[config.mk]
export PLATFORM = sky130hd
export DESIGN_NAME = omem_arbiter
export DESIGN_NICKNAME = d
export VERILOG_FILES = /design/src/rtl/omem_arbiter.sv
export SDC_FILE = /design/constraint.sdc
export NUM_CORES = 1
export LEC_CHECK = 0
export BUFFER_PORTS_ARGS = -buffer_cell sky130_fd_sc_hd__buf_4
export CAP_MARGIN = 5
export CORE_AREA = 2 2 269 271
export CTS_CLUSTER_DIAMETER = 80
export DETAILED_ROUTE_END_ITERATION = 10
export DIE_AREA = 0 0 271 273
export SLEW_MARGIN = 15
export SYNTH_ARGS = -nofsm -noshare
export SYNTH_HDL_FRONTEND = slang
export SYNTH_SLANG_ARGS = --single-unit
[constraint.sdc]
create_clock -name CLK -period 26.1 [get_ports CLK]
set_input_delay 1.305 -clock CLK [delete_from_list [all_inputs] [get_ports CLK]]
set_output_delay 1.305 -clock CLK [all_outputs]
set_load 0.005 [all_outputs]
[src/rtl/omem_arbiter.sv]
// omem_arbiter: shares the single OMEM port between the clear sweep, the OutputStage FIFO,
// WBuffer store bursts and host reads; all OMEM port signals are registered.
module omem_arbiter #(
    parameter int DW     = 80,
    parameter int FD     = 8,
    parameter int STARVE = 8
) (
    input  logic          CLK,
    input  logic          RST,
    input  logic          CLR_REQ,
    output logic          CLR_BUSY,
    input  logic          OS_WE,
    input  logic [3:0]    OS_ADDR,
    input  logic [DW-1:0] OS_DATA,
    output logic          OS_OVF,
    input  logic          WB_REQ,
    input  logic          WB_WE,
    input  logic [3:0]    WB_ADDR,
    input  logic [DW-1:0] WB_DATA,
    input  logic          WB_LAST,
    output logic          WB_GNT,
    input  logic          HOST_RE,
    input  logic [3:0]    HOST_ADDR,
    output logic          HOST_GNT,
    output logic          HOST_RVALID,
    output logic [DW-1:0] HOST_RDATA,
    output logic          OM_WE,
    output logic          OM_RE,
    output logic [3:0]    OM_ADDR,
    output logic [DW-1:0] OM_WDATA,
    input  logic [DW-1:0] OM_RDATA,
    output logic          OMSRC,
    output logic          ARB_IDLE
);
    localparam int AW = $clog2(FD);
    localparam int SW = $clog2(STARVE + 1);

    typedef enum logic [1:0] {S_IDLE, S_CLEAR, S_WB} state_t;

    state_t            state, state_n;
    logic [3:0]        sweep;
    logic [SW-1:0]     starve;
    logic [DW+3:0]     mem [FD];
    logic [DW+3:0]     head;
    logic [AW-1:0]     wp, rp;
    logic [AW:0]       cnt;
    logic              idle, clearing, fifo_ne, full, starved;
    logic              clr_go, wb_go, pop, push, host_go, wb_wr;
    logic              om_we_n;
    logic [3:0]        om_addr_n;
    logic [DW-1:0]     om_wdata_n;

    assign idle     = state == S_IDLE;
    assign clearing = state == S_CLEAR;
    assign fifo_ne  = cnt != '0;
    assign full     = cnt == (AW+1)'(FD);
    assign head     = mem[rp];
    assign starved  = WB_REQ && starve >= SW'(STARVE);
    // Single priority chain: clear, starved WB, FIFO, WB, host
    assign clr_go   = idle && CLR_REQ;
    assign wb_go    = idle && !CLR_REQ && WB_REQ && (starved || !fifo_ne);
    assign pop      = idle && !CLR_REQ && !starved && fifo_ne;
    assign host_go  = idle && !CLR_REQ && !WB_REQ && !fifo_ne && HOST_RE;
    assign push     = OS_WE && (!full || pop);
    assign wb_wr    = WB_GNT && WB_WE;
    assign HOST_RDATA = OM_RDATA;

    always_ff @(posedge CLK) begin
        if (RST)
            state <= S_IDLE;
        else
            state <= state_n;
    end

    always_comb begin
        state_n = idle ? (clr_go ? S_CLEAR : wb_go ? S_WB : S_IDLE)
                : clearing ? (sweep == 4'hF ? S_IDLE : S_CLEAR)
                : ((WB_WE && WB_LAST) || !WB_REQ) ? S_IDLE : S_WB;
    end

    always_comb begin
        CLR_BUSY = clearing;
        WB_GNT   = state == S_WB;
        OMSRC    = state == S_WB;
        HOST_GNT = host_go;
        ARB_IDLE = idle && !fifo_ne && !WB_REQ && !HOST_RE && !CLR_REQ;
    end

    always_comb begin
        om_we_n    = pop || clearing || wb_wr;
        om_addr_n  = pop ? head[DW +: 4] : clearing ? sweep : wb_wr ? WB_ADDR : host_go ? HOST_ADDR : 4'd0;
        om_wdata_n = pop ? head[DW-1:0] : wb_wr ? WB_DATA : '0;
    end

    always_ff @(posedge CLK) begin
        if (push)
            mem[wp] <= {OS_ADDR, OS_DATA};
    end

    always_ff @(posedge CLK) begin
        if (RST) begin
            sweep       <= '0;
            starve      <= '0;
            wp          <= '0;
            rp          <= '0;
            cnt         <= '0;
            OS_OVF      <= 1'b0;
            OM_WE       <= 1'b0;
            OM_RE       <= 1'b0;
            OM_ADDR     <= '0;
            OM_WDATA    <= '0;
            HOST_RVALID <= 1'b0;
        end else begin
            sweep       <= clearing ? sweep + 4'd1 : 4'd0;
            starve      <= (!WB_REQ || wb_go) ? '0 : (idle && starve != SW'(STARVE)) ? starve + 1'b1 : starve;
            wp          <= push ? wp + 1'b1 : wp;
            rp          <= pop ? rp + 1'b1 : rp;
            cnt         <= cnt + (AW+1)'(push) - (AW+1)'(pop);
            OS_OVF      <= (OS_OVF && !CLR_REQ) || (OS_WE && !push);
            OM_WE       <= om_we_n;
            OM_RE       <= host_go;
            OM_ADDR     <= om_addr_n;
            OM_WDATA    <= om_wdata_n;
            HOST_RVALID <= OM_RE;
        end
    end
endmodule

==> flow_metrics.py <==
metrics = {
    "outcome": {
        "outcome": "finished, final reports clean",
    },
    "layout": {
        "final_cells": 2646,
        "final_nets": 1897,
        "area_delta_synth_final_pct": 17.02,
        "drive_gt1_share_pct": 39.96,
    },
    "placed_design": {
        "dp_slack_ps": 21170,
        "placed_cells_incl_taps": 2491,
        "hpwl_mm": 38.50,
        "io_buffers": 272,
        "place_congestion": 0.7437,
    },
    "floorplanning": {
        "boundaryPins": 433,
        "fp-row-count": 98,
        "start_util_pct": 41.83,
        "core_sq_um": 71000,
        "dieArea_sq_um": 73980,
        "die_w_microns": 271,
        "die_h_microns": 273,
    },
    "job": {
        "maxCapViolCount": 0,
    },
    "grt": {
        "use_met2_pct": 31.07,
        "overflow": 0,
        "grt_pass1_vias": 15040,
        "antenna_found_initial": 7,
        "busiest_layer": "met2",
        "use_met1_pct": 21.30,
        "grt_max_degree": 71,
        "grt_pass1_wl_mm": 96.47,
        "gr-usage-all-layers_pct": 17.66,
        "use_met3_pct": 3.541,
    },
    "hold_path": {
        "hp-class": "reg -> reg",
    },
    "logic_synthesis": {
        "synthArstFlopShare_pct": 0,
        "synth_cell_type_count": 40,
        "ys_warn_count": 0,
        "yosysSeqAreaShare_pct": 75.43,
        "synth_edf_count": 672,
        "ys_ff_latch": 783,
        "syn_inst": 1398,
        "ys.flop_type": "edfxtp_1",
        "netlist_area_sq_um": 29700,
        "syn_area_per_cell_sq_um": 21.24,
        "synthesis.nets": 1669,
    },
    "clocking": {
        "tritoncts": "yes",
        "clockBufferDepth": 3,
        "cts-root-buf": "clkbuf_16",
        "path_clk_slew_ps": 60,
        "clock-sinks": 783,
        "holdBufCountCts": 0,
        "postCtsSetupBuffers": 0,
        "insertion_delay_ps": 620,
        "h-tree-depth": 3,
        "cts_buffers": 83,
        "ctsResizeCount": 0,
    },
    "drt": {
        "drtPass1Iterations": 5,
        "ant_nets": 0,
        "drtIter0Drc": 904,
        "wl_per_cell_microns": 24.61,
        "vias": 13910,
        "routed_via_density": 5.256,
        "drc": 0,
        "wl_mm": 65.12,
    },
    "worst_setup_path": {
        "worstSetupStartpointType": "primary input",
        "critical_path_arrival_ps": 4390,
        "cp_num_buf_inv": 2,
        "critPathSlowestCell": "nor2_4",
        "slowest_delay_ps": 930,
        "cp.required_ps": 26330,
        "cpLargestDelayFamily": "simple AND/OR/NAND/NOR gates",
        "worst-setup-path-type": "in -> reg",
        "critPathCaptureType": "flop",
        "path_cells": "buf_4 -> or3_1 -> o21ai_2 -> nand3_1 -> nor2_4 -> buf_4",
        "cp_max_fo": 57,
        "cpMostUsedCell": "buf_4",
    },
    "sta": {
        "max_slew_margin_pct": 27.68,
        "setup_viol": 0,
        "tns_ps": 0,
        "worst_slew_pin_slew_ps": 1085,
        "hold_viol": 0,
        "finalWorstSetupSlack_ps": 21940,
        "fmax_mhz": 240.6,
        "maxSlewViolCount": 0,
        "min_period_over_period_pct": 15.92,
        "finalCriticalPeriod_ps": 4156,
        "hold-worst-slack_ps": 468.2,
        "finalClockSkew_ps": 20.65,
        "rsz0062_at_grt": "no",
    },
    "pwr": {
        "p_leak_nw": 11.49,
        "max-vdd-ir-drop_mv": 0.04552,
        "p_per_area_nw_per_um2": 86.31,
    },
}
-- cell usage after synthesis (3+ instances only) --
master / n / area (sq um)
mux2_2: 81 / 912.1
mux2i_1: 5 / 50.05
xnor2_1: 3 / 26.28
nor3b_1: 3 / 22.52
buf_6: 16 / 180.2
inv_1: 9 / 33.78
or2_2: 5 / 31.28
a22o_1: 80 / 700.7
a31oi_1: 5 / 31.28
nor3_1: 8 / 40.04
mux4_2: 168 / 3784
edfxtp_1: 672 / 20180
nor2b_1: 5 / 31.28
ha_1: 10 / 125.1
buf_4: 83 / 623.1
a21oi_1: 11 / 55.05
o2bb2ai_1: 4 / 35.03
clkbuf_1: 30 / 112.6
nand2_1: 8 / 30.03
nand2b_1: 4 / 25.02
dfxtp_1: 111 / 2222
xor2_1: 6 / 52.55
nand3_1: 7 / 35.03
buf_2: 14 / 70.07
buf_1: 8 / 30.03
nand4_1: 8 / 50.05
nor2_1: 17 / 63.81
-- cell families (layout without fill, tap and decap cells) --
logic type	after synthesis	after routing	share of synthesized area, %
flip-flops	783	783	75.43
multiplexers	254	254	15.98
buffers and inverters	160	456	3.535
AO/OA/AOI/OAI	107	107	2.945
AND/OR/NAND/NOR	74	74	1.361
adder cells (fa/ha/maj)	11	11	0.4887
XOR/XNOR	9	9	0.2654
other	0	2	0
-- routing by layer --
metal | wire [microns] | part of all wire (%)
met2 | 33900 | 52
met4 | 2162 | 3.3
met3 | 3233 | 5.0
met5 | 47 | 0.072
met1 | 25780 | 40
-- path summary, 6_finish.rpt --
check	endpoint	startpoint	slack (ps)	cells past startpoint
setup reg to reg	OM_ADDR[2]$_SDFF_PP0_	flop	22300	6
hold / removal	HOST_RVALID$_SDFF_PP0_	OM_RE$_SDFF_PP0_	470	1
setup / recovery	mem[7][21]$_DFFE_PP_	CLR_REQ	21940	6
hold reg to reg	HOST_RVALID$_SDFF_PP0_	OM_RE$_SDFF_PP0_	470	1
-- placed cells by master, fill, tap and decap left out, types with 9 or more instances in the layout --
cell type / count
mux2_2: 81
clkinv_1: 19
buf_4: 294
a22o_1: 80
a21oi_1: 11
inv_1: 9
clkbuf_1: 24
ha_1: 10
edfxtp_1: 672
mux4_2: 168
dfxtp_1: 108
clkinv_2: 11
nor2_1: 12
clkbuf_16: 85
-- report_power, final --
part / internal (W) / total, W / switching [W]
clock network: 0.000637 / 0.00112 / 0.000478
logic: 0.000201 / 0.000396 / 0.000195
registers: 0.00145 / 0.00149 / 0.0000402
total: 0.00229 / 0.00300 / 0.000714
-- per-stage QoR --
step	util [%]	total power, W	cell area (sq um)
6_report	48.95	0.003000	34750
5_1_grt	48.95	0.003121	34750
4_1_cts	48.95	0.003045	34750
3_5_place_dp	45.29	0.001925	32150
3_3_place_gp	45.29	0.001916	32150
2_1_floorplan	-	0.001776	29700
-- layout make-up --
| type | count | area (sq um) |
|---|---|---|
| Fill cell | 5782 | 36240 |
| Sequential cell | 783 | 22410 |
| Multi-Input combinational cell | 455 | 6312 |
| Clock buffer | 110 | 2231 |
| Timing Repair Buffer | 294 | 2207 |
| Tap cell | 950 | 1189 |
| Clock inverter | 43 | 364.1 |
| Inverter | 9 | 33.78 |
| Antenna cell | 2 | 5.005 |
-- registers in the layout, summed over array words and instances (netlist names), 2 cells and up, named ones only --
| signal | flops |
|---|---|
| rp | 3 |
| sweep | 4 |
| OM_ADDR | 4 |
| OM_WDATA | 80 |
| state | 2 |
| mem | 672 |
| wp | 3 |
| starve | 4 |
| cnt | 4 |
Note: power is estimated with default switching activity, not from simulation.
